[config.mk]
export PLATFORM = sky130hd
export DESIGN_NAME = mips_fetch_queue_flat
export DESIGN_NICKNAME = d
export VERILOG_FILES = /design/src/rtl/mips_fetch_pkg.sv /design/src/rtl/mips_fetch_queue_if.sv /design/src/rtl/fetch_fifo.sv /design/src/rtl/mips_fetch_queue.sv /design/src/flat_wrapper.sv
export SDC_FILE = /design/constraint.sdc
export NUM_CORES = 1
export LEC_CHECK = 0
export CAP_MARGIN = 25
export CORE_ASPECT_RATIO = 2
export CORE_UTILIZATION = 45
export CTS_CLUSTER_DIAMETER = 100
export DETAILED_ROUTE_END_ITERATION = 8
export DONT_BUFFER_PORTS = 1
export GPL_ROUTABILITY_DRIVEN = 0
export GPL_TIMING_DRIVEN = 0
export MAX_ROUTING_LAYER = met4
export PLACE_DENSITY = 0.58
export SETUP_SLACK_MARGIN = 0.2
export SYNTH_ARGS = -nofsm -noshare
export SYNTH_HDL_FRONTEND = slang
export SYNTH_SLANG_ARGS = --single-unit
[constraint.sdc]
create_clock -name clk -period 3.35 [get_ports clk]
set_input_delay 0.335 -clock clk [delete_from_list [all_inputs] [get_ports clk]]
set_output_delay 0.335 -clock clk [all_outputs]
set_load 0.01 [all_outputs]
[src/rtl/mips_fetch_pkg.sv]
// mips_fetch_pkg: shared types for the instruction fetch queue.
//   fetch_state_e - fetch FSM state (IDLE: no new fetches, RUN: fetching).
//   fetch_entry_t - queue entry {pc, instr} at the default widths; the top
//                   re-declares the same layout at its configured widths and
//                   hands it to fetch_fifo as a type parameter.
package mips_fetch_pkg;

    typedef enum logic {
        IDLE = 1'b0,
        RUN  = 1'b1
    } fetch_state_e;

    localparam int PC_W_DEF    = 12;
    localparam int INSTR_W_DEF = 32;

    typedef struct packed {
        logic [PC_W_DEF-1:0]    pc;
        logic [INSTR_W_DEF-1:0] instr;
    } fetch_entry_t;

endpackage

[src/rtl/mips_fetch_queue_if.sv]
// mips_fetch_queue_if: instruction-memory read port and dequeue handshake.
//   imem_req/imem_addr  - read request, word address (fetch queue drives)
//   imem_rdata          - read data, valid one cycle after imem_req
//   deq_valid/deq_instr/deq_pc - queue head (fetch queue drives)
//   deq_ready           - consumer accepts the head
// master: the fetch queue. slave: memory + consumer side.
interface mips_fetch_queue_if #(
    parameter int PC_W    = 12,
    parameter int INSTR_W = 32
);
    logic               imem_req;
    logic [PC_W-1:0]    imem_addr;
    logic [INSTR_W-1:0] imem_rdata;
    logic               deq_valid;
    logic               deq_ready;
    logic [INSTR_W-1:0] deq_instr;
    logic [PC_W-1:0]    deq_pc;

    modport master (
        output imem_req, imem_addr, deq_valid, deq_instr, deq_pc,
        input  imem_rdata, deq_ready
    );

    modport slave (
        input  imem_req, imem_addr, deq_valid, deq_instr, deq_pc,
        output imem_rdata, deq_ready
    );
endinterface

[src/rtl/fetch_fifo.sv]
// fetch_fifo: circular instruction queue with synchronous flush.
//   clk, rst     - clock, asynchronous active-low reset
//   flush        - empties the queue on this edge (wins over enq)
//   enq/enq_data - write one entry at the tail (caller never enqueues when full)
//   deq          - pop the head (caller only pops when occupancy != 0)
//   head         - current head entry; meaningless while empty
//   occupancy    - number of valid entries, 0..DEPTH
module fetch_fifo
    import mips_fetch_pkg::*;
#(
    parameter int  DEPTH   = 4,
    parameter type entry_t = fetch_entry_t
) (
    input  logic                   clk,
    input  logic                   rst,
    input  logic                   flush,
    input  logic                   enq,
    input  entry_t                 enq_data,
    input  logic                   deq,
    output entry_t                 head,
    output logic [$clog2(DEPTH):0] occupancy
);
    localparam int AW    = $clog2(DEPTH);
    localparam int OCC_W = AW + 1;

    entry_t        mem [DEPTH];
    logic [AW-1:0] wr_ptr;
    logic [AW-1:0] rd_ptr;

    // Storage needs no reset: occupancy alone qualifies the contents.
    always_ff @(posedge clk) begin
        if (enq && !flush)
            mem[wr_ptr] <= enq_data;
    end

    // DEPTH is a power of two, so pointers wrap by natural overflow.
    always_ff @(posedge clk or negedge rst) begin
        if (!rst) begin
            wr_ptr    <= '0;
            rd_ptr    <= '0;
            occupancy <= '0;
        end else if (flush) begin
            wr_ptr    <= '0;
            rd_ptr    <= '0;
            occupancy <= '0;
        end else begin
            if (enq) wr_ptr <= wr_ptr + AW'(1);
            if (deq) rd_ptr <= rd_ptr + AW'(1);
            occupancy <= occupancy + OCC_W'(enq) - OCC_W'(deq);
        end
    end

    assign head = mem[rd_ptr];
endmodule

[src/rtl/mips_fetch_queue.sv]
// mips_fetch_queue: MIPS instruction prefetch queue.
// Issues sequential word reads to a 1-cycle-latency instruction memory,
// queues returned words with their PC, and hands them to the decoder.
// A redirect flushes the queue, restarts fetch at redirect_pc and toggles
// the epoch so that any response from the old stream is dropped.
//   clk, rst        - clock, asynchronous active-low reset
//   fetch_en        - 1 = new fetches may issue (FSM RUN), 0 = IDLE
//   redirect_valid  - taken jump/branch: flush, restart at redirect_pc
//   bus (master)    - imem read port + dequeue handshake
//   occupancy       - valid entries held
//   fetch_cnt       - enqueued instructions (saturating)
//   flush_cnt       - redirects seen (saturating)
// Build option: define FETCH_PERF_CNT_EN to include the performance counters;
// otherwise fetch_cnt/flush_cnt are tied to 0.
module mips_fetch_queue
    import mips_fetch_pkg::*;
#(
    parameter int PC_W    = 12,
    parameter int DEPTH   = 4,
    parameter int INSTR_W = 32
) (
    input  logic                   clk,
    input  logic                   rst,
    input  logic                   fetch_en,
    input  logic                   redirect_valid,
    input  logic [PC_W-1:0]        redirect_pc,
    mips_fetch_queue_if.master     bus,
    output logic [$clog2(DEPTH):0] occupancy,
    output logic [31:0]            fetch_cnt,
    output logic [31:0]            flush_cnt
);
    localparam int OCC_W = $clog2(DEPTH) + 1;

    typedef struct packed {
        logic [PC_W-1:0]    pc;
        logic [INSTR_W-1:0] instr;
    } entry_t;

    fetch_state_e    state, state_nxt;
    logic [PC_W-1:0] fetch_pc;
    logic [PC_W-1:0] req_pc;     // address of the request now in flight
    logic            epoch;
    logic            req_epoch;  // epoch the in-flight request was issued in
    logic            inflight;   // a response is on imem_rdata this cycle
    logic            enq;
    logic            xfer;
    entry_t          enq_data;
    entry_t          head;

    // FSM: state register
    always_ff @(posedge clk or negedge rst) begin
        if (!rst) state <= IDLE;
        else      state <= state_nxt;
    end

    // FSM: next state
    always_comb begin
        state_nxt = fetch_en ? RUN : IDLE;
    end

    // FSM: outputs. The in-flight slot is reserved so a response always
    // finds room when it lands.
    always_comb begin
        bus.imem_req = 1'b0;
        if (state == RUN && !redirect_valid &&
            (occupancy + OCC_W'(inflight)) < OCC_W'(DEPTH))
            bus.imem_req = 1'b1;
    end

    assign bus.imem_addr = fetch_pc;

    always_ff @(posedge clk or negedge rst) begin
        if (!rst) begin
            fetch_pc  <= '0;
            req_pc    <= '0;
            epoch     <= 1'b0;
            req_epoch <= 1'b0;
            inflight  <= 1'b0;
        end else begin
            inflight <= bus.imem_req;
            if (bus.imem_req) begin
                req_pc    <= fetch_pc;
                req_epoch <= epoch;
            end
            if (redirect_valid) begin
                fetch_pc <= redirect_pc;
                epoch    <= ~epoch;
            end else if (bus.imem_req) begin
                fetch_pc <= fetch_pc + PC_W'(1);
            end
        end
    end

    // A response landing in a redirect cycle belongs to the old stream.
    assign enq      = inflight && (req_epoch == epoch) && !redirect_valid;
    assign xfer     = bus.deq_valid && bus.deq_ready;
    assign enq_data = '{pc: req_pc, instr: bus.imem_rdata};

    fetch_fifo #(
        .DEPTH   (DEPTH),
        .entry_t (entry_t)
    ) u_fifo (
        .clk       (clk),
        .rst       (rst),
        .flush     (redirect_valid),
        .enq       (enq),
        .enq_data  (enq_data),
        .deq       (xfer),
        .head      (head),
        .occupancy (occupancy)
    );

    assign bus.deq_valid = (occupancy != '0);
    assign bus.deq_instr = head.instr;
    assign bus.deq_pc    = head.pc;

`ifdef FETCH_PERF_CNT_EN
    always_ff @(posedge clk or negedge rst) begin
        if (!rst) begin
            fetch_cnt <= '0;
            flush_cnt <= '0;
        end else begin
            if (enq && fetch_cnt != '1)            fetch_cnt <= fetch_cnt + 32'd1;
            if (redirect_valid && flush_cnt != '1) flush_cnt <= flush_cnt + 32'd1;
        end
    end
`else
    assign fetch_cnt = '0;
    assign flush_cnt = '0;
`endif
endmodule

[src/flat_wrapper.sv]
// flat-port wrapper written by rule: the top's interface ports become plain ports
module mips_fetch_queue_flat import mips_fetch_pkg::*;
#(
    parameter int PC_W    = 12,
    parameter int DEPTH   = 4,
    parameter int INSTR_W = 32
)
  (clk, rst, fetch_en, redirect_valid, redirect_pc, occupancy, fetch_cnt, flush_cnt, bus_imem_req, bus_imem_addr, bus_deq_valid, bus_deq_instr, bus_deq_pc, bus_imem_rdata, bus_deq_ready);
  mips_fetch_queue_if #(.PC_W(PC_W), .INSTR_W(INSTR_W)) bus_i ();
  input  logic clk;
  input  logic rst;
  input  logic fetch_en;
  input  logic redirect_valid;
  input  logic [PC_W-1:0] redirect_pc;
  output logic [$clog2(DEPTH):0] occupancy;
  output logic [31:0] fetch_cnt;
  output logic [31:0] flush_cnt;
  output wire logic [$bits(bus_i.imem_req)-1:0] bus_imem_req;
  output wire logic [$bits(bus_i.imem_addr)-1:0] bus_imem_addr;
  output wire logic [$bits(bus_i.deq_valid)-1:0] bus_deq_valid;
  output wire logic [$bits(bus_i.deq_instr)-1:0] bus_deq_instr;
  output wire logic [$bits(bus_i.deq_pc)-1:0] bus_deq_pc;
  input wire logic [$bits(bus_i.imem_rdata)-1:0] bus_imem_rdata;
  input wire logic [$bits(bus_i.deq_ready)-1:0] bus_deq_ready;
  assign bus_imem_req = bus_i.imem_req;
  assign bus_imem_addr = bus_i.imem_addr;
  assign bus_deq_valid = bus_i.deq_valid;
  assign bus_deq_instr = bus_i.deq_instr;
  assign bus_deq_pc = bus_i.deq_pc;
  assign bus_i.imem_rdata = bus_imem_rdata;
  assign bus_i.deq_ready = bus_deq_ready;
  mips_fetch_queue #(.PC_W(PC_W), .DEPTH(DEPTH), .INSTR_W(INSTR_W)) u_core (.clk(clk), .rst(rst), .fetch_en(fetch_en), .redirect_valid(redirect_valid), .redirect_pc(redirect_pc), .bus(bus_i), .occupancy(occupancy), .fetch_cnt(fetch_cnt), .flush_cnt(flush_cnt));
endmodule
==> summary.md <==
| Metric | Value |
|---|---|
| Grt ovf | 0 |
| Clk root buf | clkbuf_16 |
| Initial Utilization | between 40% and 50% |
| Post-synth EDFFs | 176 |
| Worst Tran Pin Value | approximately 0.69 ns |
| Post-route ant nets | 0 |
| Final worst-path setup slack | 0.614 ns |
| Most used flip-flop cell after synthesis | edfxtp_1 |
| Routed WL | 15,900 microns |
| Final hold vios | 0 |
| FMAX | 365 MHz |
| Place WS | 1.03 ns |
| Finished layout cell area | slightly above 10,000 sq um |
| DRT iter0 DRCs | 124 |
| Post-layout net count | 642 |
| Post-CTS Setup Bufs | 0 |
| Vias in the first global route | 4,373 |
| Pwr Density | 647 nW/um^2 |
| Residual DRC | 0 |
| RSZ-0062 raised after global routing | false |
| Final core occ | about 54% |
| Register Area | 6160 sq um |
| Tmin final | 2.74 ns |
| Drt wl/cell | ~19 microns |
| Post-CTS sizing | 0 |
| Post-DP HPWL | 10,400 microns |
| Synth Warn # | 0 |
| Beginning of the worst hold path | redirect_pc[0] |
| Hold Crit Class | primary input to register |
| Fillers | 1,522 |
| Endpoints failing setup | 0 |
| # diodes | 0 |
| Initial antenna violation count | 0 |
| Crit path launch | u_core.u_fifo.occupancy[1] |
| Area grow syn2layout | 19.3% |
| Die H | 197 microns |
| Worst-path maximum fanout | 10 |
| First-pass GRT wire length | 24,400 microns |
| Clock latency on the worst-skew pair | around 0.48 ns |
| Outcome | finished, final reports clean |
| Clk buf depth | 3 |
| Footprint of the multi-input gates | 2060 sq um |
| Post-Layout Cell Count | 852 |
| Crit share post-route | 81.7% |
| CTS tree | yes |
| Share of cells above drive strength 1 | between 20% and 30% |
| Netlist cell types | 39 |
| Arr. time, crit path | 2.40 ns |
| Most frequent cells in the layout | edfxtp_1, buf_4, conb_1 |
| Mapped Avg Cell Area | 18.8 sq um |
| Max-Cap Viols | 0 |
| H-tree Lvls | 1 |
| Commonest non-fill, non-tap cell in the layout | edfxtp_1 |
| Clk_skew | 0.0147 ns |
| CTS clk-pin slew, worst paths | around 0.070 ns |
| Synth Instances | 455 |
| P_leak | 3.68 nW |
| Sequential area share after synthesis | 72.0% |
| Cell area after synthesis | 8550 sq um |
| Vias | approximately 4,200 |
| TNS Setup | 0 ns |
| Die ar. | between 15,000 and 20,000 sq um |
| I/O Pins | 174 |
| Peak supply drop | between 0.0005 and 0.0006 V |
| Core area | 18,700 sq um |
| Num CTS Buffers | 19 |
| Post-Place Cells | 777 |
| TritonRoute pass-1 iters | 4 |
| CP Class | register to output pin |
| Chip width | approximately 99 microns |
| Drt via density | 4.90 |
| Placement Rows | 71 |
| Fraction of registers with async set or reset after synthesis | approximately 17% |
| #FFs+latches synth | 211 |
| Gr usage total | 17.2% |
| Placement Cell Area | about 9000 sq um |
| Max_slew headroom | 54.0% |
| Clock sinks | 211 |
| Worst r2r src | u_core.epoch |
| Worst Setup End Kind | output pin |
| Largest net degree at the start of global routing | 36 |
| Max Slew Vio Count | 0 |
| Number of port buffers | 0 |
| Setup crit start kind | register |
| Critical Path RT | about 3.0 ns |
==> power breakdown <==
group          leakage (nW)  internal [mW]  switching (mW)
logic                  1.39          0.599           0.653
registers              2.00           3.11           0.183
clock network         0.283           1.15           0.901
==> cells by family after synthesis <==
kind of cell	after synthesis	share of synthesized area, %
compound gates	25	1.89
xor+xnor	11	1.13
fa+ha+maj	8	1.26
buf+inv	88	6.76
flops	211	72.0
mux	59	13.5
other cells	1	0.0438
simple gates	52	3.36
==> repair_timing <==
action / in CTS / in global routing
endpoints found under the setup margin: 0 / 0
hold endpoints to repair: 171 / 0
hold buffers: 42 / 0
==> layer usage <==
metal  global-route usage, %  vias to the layer above  share of wire, %
met3                    2.87                       26               4.8
li1                        -                     1893                 -
met5                       -                        -                 0
met2                    33.0                      121                59
met4                    6.21                        0               2.7
met1                    17.0                     2138                34
==> cell type report <==
type                       count  area share [%]
multi-input combinational    219            20.1
timing repair buffer          46            5.00
buffer                        78            5.30
clock inverter                 8           0.723
inverter                      10           0.368
clock buffer                  25            4.98
tap                          255            3.13
sequential                   211            60.4
==> worst paths after layout <==
| kind | end | slack, ns | depth (start not counted) |
|---|---|---|---|
| max in group asynchronous | u_core.req_pc[9] | 2.84 | 2 |
| max | bus_imem_req | 0.61 | 5 |
| min | u_core.bus.imem_addr[0] | 0.01 | 2 |
| min reg2reg | u_core.epoch | 0.51 | 1 |
| max reg2reg | u_core.u_fifo.occupancy[2] | 1.03 | 11 |
| min in group asynchronous | u_core.bus.imem_addr[5] | 0.31 | 2 |
==> through the flow <==
stage | hold slack [ns] | total power, mW
final | 0.0104 | 6.60
after global routing | 0.00228 | 6.90
after CTS | 0.00117 | 6.69
after detailed placement | 0.0403 | 4.57
after global placement | 0.0406 | 4.52
after floorplan | 0.0394 | 4.29
==> state kept, by name, indices dropped and copies added (netlist names) <==
signal / count
u_core.state: 1
u_core.u_fifo.occupancy: 3
u_core.bus.imem_addr: 12
u_core.u_fifo.wr_ptr: 2
u_core.u_fifo.mem: 176
u_core.inflight: 1
u_core.req_pc: 12
u_core.u_fifo.rd_ptr: 2
u_core.epoch: 1
u_core.req_epoch: 1
==> worst max-delay path: stages (launching register included) <==
cell	delay (ns)
dfrtp_1	0.53
a31oi_1	0.23
o21ai_1	0.35
nand2b_1	0.33
buf_2	0.33
inv_1	0.14
==> Yosys cell counts (all sizes together), types with 2 or more instances <==
cell	n	area (sq um)
a31oi	4	25.0
and2	6	38.8
buf	72	518
clkbuf	6	22.5
dfrtp	35	876
edfxtp	176	5290
ha	7	87.6
inv	10	37.5
mux2	13	146
mux2i	2	20.0
mux4	44	991
nand2	13	48.8
nand2b	3	18.8
nand3	3	15.0
nand4	3	33.8
nor2	10	37.5
nor2b	2	12.5
nor4	3	18.8
o211ai	2	15.0
o21ai	11	55.1
o31a	5	46.3
or3	5	33.8
or4	2	15.0
xnor2	4	35.0
xor2	7	61.3
Note: power is estimated with default switching activity, not from simulation.
